## src/rtl/riscv_chk_pkg.sv

```systemverilog
// riscv_chk_pkg: shared types and default sizing for the RISC-V result checker
package riscv_chk_pkg;
  localparam int CHK_NUM_TEST = 21;
  localparam int CHK_IDX_W = 5;
  localparam int CHK_DWIDTH = 32;
  localparam int CHK_TIMEOUT = 1000000;
  typedef enum logic [1:0] {ST_IDLE, ST_RUN, ST_PASS, ST_FAIL} chk_state_t;
  typedef struct packed {
    logic [CHK_DWIDTH-1:0] num_inst;
    logic [CHK_DWIDTH-1:0] ans;
  } chk_entry_t;
endpackage

```

## src/rtl/chk_table.sv

```systemverilog
// chk_table: milestone/answer register array, sync write, combinational read, contents survive reset
module chk_table
  import riscv_chk_pkg::*;
#(
  parameter int NUM_TEST = CHK_NUM_TEST,
  parameter int IDX_W = CHK_IDX_W
) (
  input  logic             CLK,
  input  logic             we,
  input  logic [IDX_W-1:0] wr_idx,
  input  chk_entry_t       wr_entry,
  input  logic [IDX_W-1:0] rd_idx,
  output chk_entry_t       rd_entry
);
  chk_entry_t mem [NUM_TEST];
  // writes beyond the table depth are dropped
  always_ff @(posedge CLK)
    if (we && 32'(wr_idx) < NUM_TEST) mem[wr_idx] <= wr_entry;
  assign rd_entry = (32'(rd_idx) < NUM_TEST) ? mem[rd_idx] : '0;
endmodule

```

## config.mk

```make
export PLATFORM = sky130hd
export DESIGN_NAME = chk_table
export DESIGN_NICKNAME = d
export VERILOG_FILES = /design/src/rtl/riscv_chk_pkg.sv /design/src/rtl/chk_table.sv
export SDC_FILE = /design/constraint.sdc
export NUM_CORES = 1
export LEC_CHECK = 0
export CAP_MARGIN = 25
export CORE_UTILIZATION = 40
export CTS_CLUSTER_DIAMETER = 50
export DETAILED_ROUTE_END_ITERATION = 8
export PLACE_DENSITY_LB_ADDON = 0.05
export RECOVER_POWER = 50
export SYNTH_ARGS = -nofsm -noshare
export SYNTH_HDL_FRONTEND = slang
export SYNTH_SLANG_ARGS = --single-unit
```

## constraint.sdc

```tcl
create_clock -name CLK -period 9.6 [get_ports CLK]
set_clock_uncertainty 0.05 [all_clocks]
set_input_delay 1.44 -clock CLK [delete_from_list [all_inputs] [get_ports CLK]]
set_output_delay 1.44 -clock CLK [all_outputs]
set_load 0.005 [all_outputs]
```

==> results by group <==
Outcome
  – Status: complete, but fails checks
  – Failing checks: max-capacitance violations, max-slew violations

Clock network
  – Num CTS Buffers: 154
  – H-tree depth: 4
  – Clk slew on worst S/H paths: approximately 0.06 ns
  – Clk buf depth: 3
  – Clk Tree Root Cell: clkbuf_16
  – Cts-stage hold buffer count: 0
  – Clk sink count: approximately 1300
  – CTS tree: yes
  – Resize count post-CTS: 0
  – Setup Fix Bufs, Post-CTS: 0

Worst setup path
  – CP Launch Type: primary input
  – WP data required: 8.11 ns
  – WP data arrival: approximately 5.1 ns
  – Critical Path End Type: output pin
  – WS Path Type: in2out
  – Worst-path fanout max: 57

Yosys
  – Syn Inst Count: 2352
  – Register area share after synthesis: 0.784
  – Mean post-synth cell area: between 20 and 25 sq um
  – Synthesized flop and latch total: roughly 1300
  – Synth unique cells: 28
  – Synthesized Nets: 2428
  – Ys Warns: 0
  – Post-Syn Area: 51500 sq um

Global route
  – Vias in the first global route: between 20000 and 30000
  – Global route total overflow: 0
  – Total track usage: 0.204
  – Global-route wire length before repair: 188000 um
  – Pin count of the biggest net entering global routing: 121
  – Initial antenna violation count: 21

Floorplan
  – DIE AREA: 130000 sq um
  – Die Y: 361 um
  – Initial core utilization: 0.403
  – Core box area: 128000 sq um
  – Die Wd: 361 um
  – I/O pin count: 140
  – FP Rows: 131

STA
  – Max Fclk: 0.151 GHz
  – Final setup viols: 0
  – Final worst-path cycle share: 0.689
  – Final hold vios: 0
  – Slew @ Worst Pin: approximately 1.9 ns
  – Final Max Tran Viols: 60
  – Worst slew margin: -0.234
  – RSZ-0062 raised after global routing: false
  – Min Tclk post-route: 6.61 ns
  – Setup TNS Final: 0 ns

Placement
  – Count of input and output buffers: 139
  – Cell area after placement: 54800 sq um
  – Gpl congestion: 0.699
  – Hpwl dp: 62600 um

Drt
  – Count of antenna-violating nets left after detailed routing: 0
  – Vias per cell: 5.64
  – DR iter-0 viols: 2272
  – DRC: 0
  – DR vias: 24600
  – WL final: between 100000 and 150000 um
  – DR WL/cell: ~30 um
  – Drt first pass iters: 5

Power
  – Net Switching: 2.71 mW
  – P_int: 10.2 mW
  – Switch share: 0.209
  – Combinational fraction of design power: 0.048
  – Seq pwr share: 0.506
  – Max IR drop VDD: 164 uV
  – Pwr dens: 216 nW/um^2
  – Clk pwr share: 0.445
  – Power consumption: 12.9 mW
  – Static leakage: 19.1 nW

Layout
  – Top Registers: mem (1344)
  – Most flop-heavy register: mem
  – Cell area after layout: 59700 sq um
  – Commonest cells after routing, fill and taps aside: edfxtp_1 (1344), mux4_2 (256), mux2i_1 (192), clkbuf_16 (160), nand2_1 (123)
  – Most common cell after layout, fill and taps aside: edfxtp_1
  – Largest register FFs: approximately 1300
  – Syn-to-layout area delta: 16.0%
  – Nets: roughly 2600
  – Share of cells above drive strength 1: 0.209

Worst hold path
  – Hold Crit Class: in2reg

Job
  – Max_cap viols: 3
## path summary, 6_finish.rpt
check | endpoint | cells past startpoint | from | slack (ns)
setup / recovery | rd_entry[32] | 8 | rd_idx[1] | 2.99
hold / removal | mem[16][44] | 1 | wr_entry[44] | 1.65
## power by group through the flow
stage	sequential [mW]	clock, mW	combinational, mW
finish	6.55	5.76	0.625
detailed placement	6.67	0	0.646
global placement	6.67	0	0.635
global route	6.55	6.11	0.677
floorplan	6.67	0	0.354
CTS	6.55	5.89	0.648
## critical path, cell delays in order
cell	delay, ns
buf_8	0.38
buf_4	0.83
buf_4	0.71
mux4_2	0.33
nand2_1	0.05
and3_1	0.24
o32ai_1	0.47
clkdlybuf4s50_1	0.61
## routing by layer
layer,wire (um),track usage
met3,6210,0.0381
met5,56,0
met2,63200,0.332
met1,58600,0.283
met4,2680,0.0561
## logic make-up (layout without fill, tap and decap cells)
kind of cell    Yosys count  count (layout)  share of synthesized area
mux                     448             448                      0.149
buf+inv                 142             485                     0.0185
compound gates          198             198                     0.0288
other cells               0               1                          0
simple gates            220             220                     0.0198
flops                  1344            1344                      0.784
## Yosys cell counts
library cell | count | share of area
buf_1 | 11 | 0.00080
nor3b_1 | 1 | 0.00015
buf_12 | 6 | 0.0023
edfxtp_1 | 1344 | 0.78
o32ai_1 | 64 | 0.011
mux2i_1 | 192 | 0.037
nand2_1 | 124 | 0.0090
inv_1 | 1 | 0.000073
mux4_2 | 256 | 0.11
and2_1 | 5 | 0.00061
a21oi_1 | 5 | 0.00049
clkbuf_2 | 1 | 0.000097
and3_1 | 60 | 0.0073
clkbuf_1 | 44 | 0.0032
buf_6 | 20 | 0.0044
nor3_1 | 3 | 0.00029
buf_2 | 39 | 0.0038
buf_8 | 6 | 0.0017
nor2_1 | 18 | 0.0013
nand3b_1 | 2 | 0.00029
a211oi_1 | 64 | 0.0093
buf_4 | 14 | 0.0020
o221ai_1 | 5 | 0.00085
o21ai_0 | 1 | 0.000097
o22ai_1 | 59 | 0.0072
nand2b_1 | 3 | 0.00036
nand3_1 | 2 | 0.00019
nor2b_1 | 2 | 0.00024
## per-stage QoR
step	util	std cells	hold slack (ns)	worst slack [ns]
2_1_floorplan	-	2352	1.49	2.47
3_5_place_dp	0.429	4074	2.40	2.79
6_report	0.468	4358	1.65	2.99
4_1_cts	0.468	4357	1.58	2.77
3_3_place_gp	0.428	4069	2.39	2.83
5_1_grt	0.468	4357	1.66	2.72
## layout make-up
class,instances,area (sq um)
fillers,10600,67900
flip-flops and latches,1344,40400
multi-input cells,866,10300
clock buffers,190,4120
well taps,1662,2080
repair buffers,201,1950
clock inverters,93,897
inverters,1,11.3
diodes,1,2.50
(Power assumes the default switching activity.)
